### config.mk
export PLATFORM = sky130hd
export DESIGN_NAME = irq_priority_encoder
export DESIGN_NICKNAME = d
export VERILOG_FILES = /design/src/rtl/irq_priority_encoder.sv
export SDC_FILE = /design/constraint.sdc
export NUM_CORES = 1
export LEC_CHECK = 0
export ABC_CLOCK_PERIOD_IN_PS = 1250
export CAP_MARGIN = 20
export CORE_ASPECT_RATIO = 0.9
export CORE_UTILIZATION = 42
export CTS_BUF_LIST = sky130_fd_sc_hd__clkbuf_4 sky130_fd_sc_hd__clkbuf_8
export DETAILED_ROUTE_END_ITERATION = 8
export PLACE_DENSITY = 0.8
export RECOVER_POWER = 25
export SKIP_LAST_GASP = 1
export SLEW_MARGIN = 10
export SYNTH_ARGS = -nofsm -noshare
export SYNTH_HDL_FRONTEND = slang
export SYNTH_SLANG_ARGS = --single-unit
### constraint.sdc
create_clock -name CLK -period 1.25 [get_ports CLK]
set_input_delay 0.125 -clock CLK [delete_from_list [all_inputs] [get_ports CLK]]
set_output_delay 0.125 -clock CLK [all_outputs]
set_load 0.01 [all_outputs]
### src/rtl/irq_priority_encoder.sv
// ---------------------------------------------------------------------------
// irq_priority_encoder
//
// Registered interrupt/event arbiter front-end. Request lines are folded into
// a pending register (edge- or level-triggered), masked, and one eligible
// request is selected. The selected index is offered on a valid/ready
// handshake and held stable until the consumer takes it.
//
// Parameters
//   N           number of request lines (2..64)
//   IDX_W       index width, must equal $clog2(N)
//   ROUND_ROBIN 0: lowest eligible index wins
//               1: search starts just after the last granted index
//   EDGE        1: a rising edge on REQ sets pending
//               0: a high REQ sets pending every cycle
//
// Ports
//   CLK        in   clock, rising edge
//   RESET      in   asynchronous reset, active high
//   REQ        in   [N]     request lines, synchronous to CLK
//   MASK       in   [N]     1 excludes the line from selection (still pends)
//   CLEAR_ALL  in           synchronous clear of every pending bit
//   READY      in           consumer accepts the offered index
//   VALID      out          INDEX is offered
//   INDEX      out  [IDX_W] offered request index
//   PENDING    out  [N]     pending register
//
// Handshake: VALID/INDEX come straight from flops. Once VALID rises, INDEX
// stays unchanged until the cycle in which VALID && READY is sampled on a
// rising CLK edge (or CLEAR_ALL withdraws the offer). VALID always drops for
// at least one cycle after a grant. READY is ignored while VALID is low.
// ---------------------------------------------------------------------------
module irq_priority_encoder #(
  parameter int N           = 16,
  parameter int IDX_W       = 4,
  parameter int ROUND_ROBIN = 0,
  parameter int EDGE        = 1
) (
  input  logic             CLK,
  input  logic             RESET,
  input  logic [N-1:0]     REQ,
  input  logic [N-1:0]     MASK,
  input  logic             CLEAR_ALL,
  input  logic             READY,
  output logic             VALID,
  output logic [IDX_W-1:0] INDEX,
  output logic [N-1:0]     PENDING
);

  typedef enum logic [0:0] {
    ST_IDLE  = 1'b0,
    ST_OFFER = 1'b1
  } state_e;

  state_e           state_q, state_d;
  logic [N-1:0]     req_q, req_d;
  logic [N-1:0]     pending_q, pending_d;
  logic [IDX_W-1:0] index_q, index_d;
  logic [IDX_W-1:0] last_q, last_d;

  logic [N-1:0]     set_vec;
  logic [N-1:0]     elig;
  logic [N-1:0]     grant_clr;
  logic [N-1:0]     above_last;
  logic [N-1:0]     elig_hi;
  logic [IDX_W-1:0] pick_fixed;
  logic [IDX_W-1:0] pick_rr;
  logic [IDX_W-1:0] pick_idx;
  logic             accept;

  // Lowest set bit of v; zero when v is empty (callers only use the result
  // when v has at least one bit set).
  function automatic logic [IDX_W-1:0] lowest_set(input logic [N-1:0] v);
    logic [IDX_W-1:0] res;
    res = '0;
    for (int k = N - 1; k >= 0; k--) begin
      if (v[k]) res = IDX_W'(k);
    end
    return res;
  endfunction

  // -------------------------------------------------------------------------
  // Request capture and pending register
  // -------------------------------------------------------------------------
  always_comb begin
    req_d = REQ;
    if (EDGE != 0) set_vec = REQ & ~req_q;
    else           set_vec = REQ;
  end

  assign accept    = (state_q == ST_OFFER) && READY;
  assign grant_clr = accept ? (N'(1) << index_q) : '0;

  // Priority per bit: clear-all, then set, then grant clear. Applying the set
  // after the grant clear keeps a bit pending when it re-arrives in the very
  // cycle it is granted.
  always_comb begin
    pending_d = pending_q;
    if (CLEAR_ALL) pending_d = '0;
    else           pending_d = (pending_q & ~grant_clr) | set_vec;
  end

  // -------------------------------------------------------------------------
  // Selection
  // -------------------------------------------------------------------------
  assign elig       = pending_q & ~MASK;
  assign pick_fixed = lowest_set(elig);

  // Round-robin: prefer eligible bits strictly above the last grant, else
  // wrap to the lowest eligible bit. When last_q == N-1 the shift overflows
  // to zero, so above_last is empty and the search wraps to index 0.
  assign above_last = ~((N'(2) << last_q) - N'(1));
  assign elig_hi    = elig & above_last;
  assign pick_rr    = (elig_hi != '0) ? lowest_set(elig_hi) : lowest_set(elig);

  assign pick_idx   = (ROUND_ROBIN != 0) ? pick_rr : pick_fixed;

  // -------------------------------------------------------------------------
  // Offer FSM
  // -------------------------------------------------------------------------
  always_comb begin
    state_d = state_q;
    index_d = index_q;
    last_d  = last_q;
    unique case (state_q)
      ST_IDLE: begin
        if ((elig != '0) && !CLEAR_ALL) begin
          state_d = ST_OFFER;
          index_d = pick_idx;
        end
      end
      ST_OFFER: begin
        // A grant taken together with CLEAR_ALL still advances the pointer.
        if (READY) last_d = index_q;
        if (READY || CLEAR_ALL) state_d = ST_IDLE;
      end
      default: state_d = ST_IDLE;
    endcase
  end

  always_ff @(posedge CLK or posedge RESET) begin
    if (RESET) begin
      state_q   <= ST_IDLE;
      req_q     <= '0;
      pending_q <= '0;
      index_q   <= '0;
      last_q    <= IDX_W'(N - 1);
    end else begin
      state_q   <= state_d;
      req_q     <= req_d;
      pending_q <= pending_d;
      index_q   <= index_d;
      last_q    <= last_d;
    end
  end

  assign VALID   = (state_q == ST_OFFER);
  assign INDEX   = index_q;
  assign PENDING = pending_q;

  // -------------------------------------------------------------------------
  // Interface properties
  // -------------------------------------------------------------------------
  a_index_in_range: assert property (@(posedge CLK) disable iff (RESET)
    VALID |-> (int'(INDEX) < N));

  a_offer_held: assert property (@(posedge CLK) disable iff (RESET)
    (VALID && !READY && !CLEAR_ALL) |=> (VALID && $stable(INDEX)));

  a_gap_after_offer: assert property (@(posedge CLK) disable iff (RESET)
    (VALID && (READY || CLEAR_ALL)) |=> !VALID);

  a_offer_is_pending: assert property (@(posedge CLK) disable iff (RESET)
    VALID |-> ((PENDING & (N'(1) << INDEX)) != '0));

endmodule

==> impl_metrics.yaml <==
final_layout:
  fillers: 288
  regArea_um2: 928
  layout-drive-gt1-share_pct: 36.6
  multi_input_area_um2: 828
  nets: 300
  antennaDiodeCount: 0
  area_growth_pct: 66.3
logic_synthesis:
  ys_top_cells_by_count: "37 x dfrtp_1, 20 x nand2b_1, 19 x a21oi_1"
  syn-cell-area_um2: 1710
  synth_flop_cell: "dfrtp_1"
  yosys.area.top_type: "dfrtp_1"
  syn_inst: 156
  yosysSeqAreaShare_pct: 54.3
  synth_top_area_share_pct: 54.3
  synth_enable_flop_cells: 0
  synth.most_common_cell: "dfrtp_1"
  synth_area_leaders: "dfrtp_1 54%, nand2b_1 7.3%, a21oi_1 5.6%"
  yosysWarningCount: 0
  synth_nets: 192
  yosys.cell_types.count: 31
  ys_ff_latch: 37
  avgSynthCellArea_um2: 10.9
  async_flop_share_pct: 100
pwr:
  finalPower_mw: 3.52
  p_per_area_nw_per_um2: 1240
  vdd_ir_drop_max_v: 0.000866
  leakagePower_nw: 1.31
global_route:
  grt_pass1_vias: 1645
  grt_first_pass_wirelength_um: 7520
  gr-total-overflow: 0
  grt_usage_pct: 22.8
  grt_max_degree: 38
  antenna_found_initial: 0
sta:
  worst_slew_pin_slew_ns: 0.884
  hold_violations: 0
  rsz0062_at_grt: "yes"
  layout_min_cycle_time_ns: 1.44
  slew_viol_final: 0
  maxSlewHeadroom_pct: 41.0
  fin_crit_sh_pct: 115
  skew_ns: 0.00364
  setup_violations: 6
  fin_ws_ns: -0.193
  fin_setup_tns_ns: -0.878
  hold_slack_ns: 0.305
  fmax_mhz: 693
clock_network:
  cts_root_buf: "clkbuf_8"
  tritoncts: "done"
  cts-htree-levels: 2
  cts.sinks: 37
  clockBufferDepth: 2
  clk_pin_slew_ns: 0.07
  worstSkewPairLatency_ns: 0.30
  cts_buffers: 5
  cts_hold_buf: 0
floorplanning:
  start_util_pct: 44.8
  die-area_um2: 4320
  dieWidth_um: 69.2
  rows: 21
  die_y_um: 62.5
  core_um2: 3810
  io_pins: 57
place:
  post-place-ws_ns: -0.403
  place.gp.congestion: 0.832
  io_buffers: 56
  dp_hpwl_um: 3270
detailed_routing:
  num_vias: 1578
  detail-route-antenna-nets: 0
  wire_per_inst_um: 14.9
  drtIter0Drc: 50
  drc: 0
  drt-pass1-iter-count: 4
  routed_wl_um: 4620
  routed_via_density: 5.07
worst_setup_path:
  arrival_ns: 1.62
  worstPathMaxFanout: 2
  required_ns: 1.43
  worst-setup-path-type: "reg -> reg"
  cp-end-kind: "register"
  start_kind: "register"
job:
  drv_cap: 0
status:
  status: "complete, but fails checks"
  violations: "negative setup slack"
min_path:
  hold_path_class: "in -> reg"
## cell type report
type                       count  share of cell area [%]
clock buffer                   7                    3.17
clock inverter                 1                    1.06
inverter                       2                   0.264
multi-input combinational    115                    29.2
sequential                    37                    32.7
tap                           46                    2.03
timing repair buffer         103                    31.6
## worst paths after layout
check                           cells past startpoint  slack, ns        start          to
worst max register to register                      6      -0.19  PENDING[10]    INDEX[1]
worst min register to register                      2       0.49     req_q[9]  PENDING[9]
worst max-delay path                                6      -0.19  PENDING[10]    INDEX[1]
min in group asynchronous                           3       0.39        RESET    req_q[4]
max in group asynchronous                           3       0.24        RESET    INDEX[2]
worst min-delay path                                1       0.31       REQ[4]    req_q[4]
## worst max-delay path, stage by stage (launching register included)
cell	delay, ns
dfrtp_1	0.40
or2b_4	0.23
buf_4	0.11
nand4_1	0.09
a31o_2	0.23
a21oi_1	0.19
o31ai_2	0.08
## power breakdown
group          internal (mW)  total, mW  switching [mW]  leakage, nW
combinational          0.541       1.03           0.490        0.797
sequential              1.31       1.39          0.0809        0.456
clock                  0.672       1.10           0.423       0.0619
total                   2.52       3.52           0.995         1.31
## layer usage
layer | wire, µm | GRT usage (%) | vias up
met5 | 0 | 0 | -
met4 | 54 | 7.65 | 0
met3 | 276 | 8.71 | 8
met2 | 2360 | 36.7 | 45
met1 | 1930 | 28.1 | 764
li1 | - | - | 761
## cell usage in the layout (no fill, tap or decap), types with 6 or more instances in the layout
cell / synthesis / layout
dlygate4sd2_1: 0 / 9
o21ai_1: 2 / 12
nand2_1: 15 / 9
dfrtp_1: 37 / 35
nand2_2: 0 / 6
a21oi_1: 19 / 18
clkdlybuf4s50_1: 0 / 20
clkbuf_8: 0 / 6
o21ai_2: 0 / 6
buf_4: 0 / 43
nand2b_1: 20 / 20
dlygate4sd3_1: 0 / 15
clkdlybuf4s15_1: 0 / 8
## registers in the layout (all words and copies together), names as in the netlist
name / cells
VALID: 1
INDEX: 4
req_q: 16
PENDING: 16
## cells by family after synthesis
group                  share of synthesized area [%]
AO/OA/AOI/OAI                                   17.5
flip-flops                                      54.3
AND/OR/NAND/NOR                                 27.0
buffers and inverters                           1.32
## metrics by stage
step / cell area (µm²) / std cells / util [%]
2_1_floorplan: 1710 / 156 / -
3_3_place_gp: 2600 / 293 / 68.2
3_5_place_dp: 2600 / 293 / 68.2
4_1_cts: 2770 / 306 / 72.8
5_1_grt: 2840 / 311 / 74.5
6_report: 2840 / 311 / 74.5
## timing repair
item                       4_1_cts  5_1_grt
setup endpoints to repair       34       31
buffers inserted                 5        5
pin swaps                        5       12
resized for setup               40       41
No activity file was read; power rests on OpenSTA's default activity.
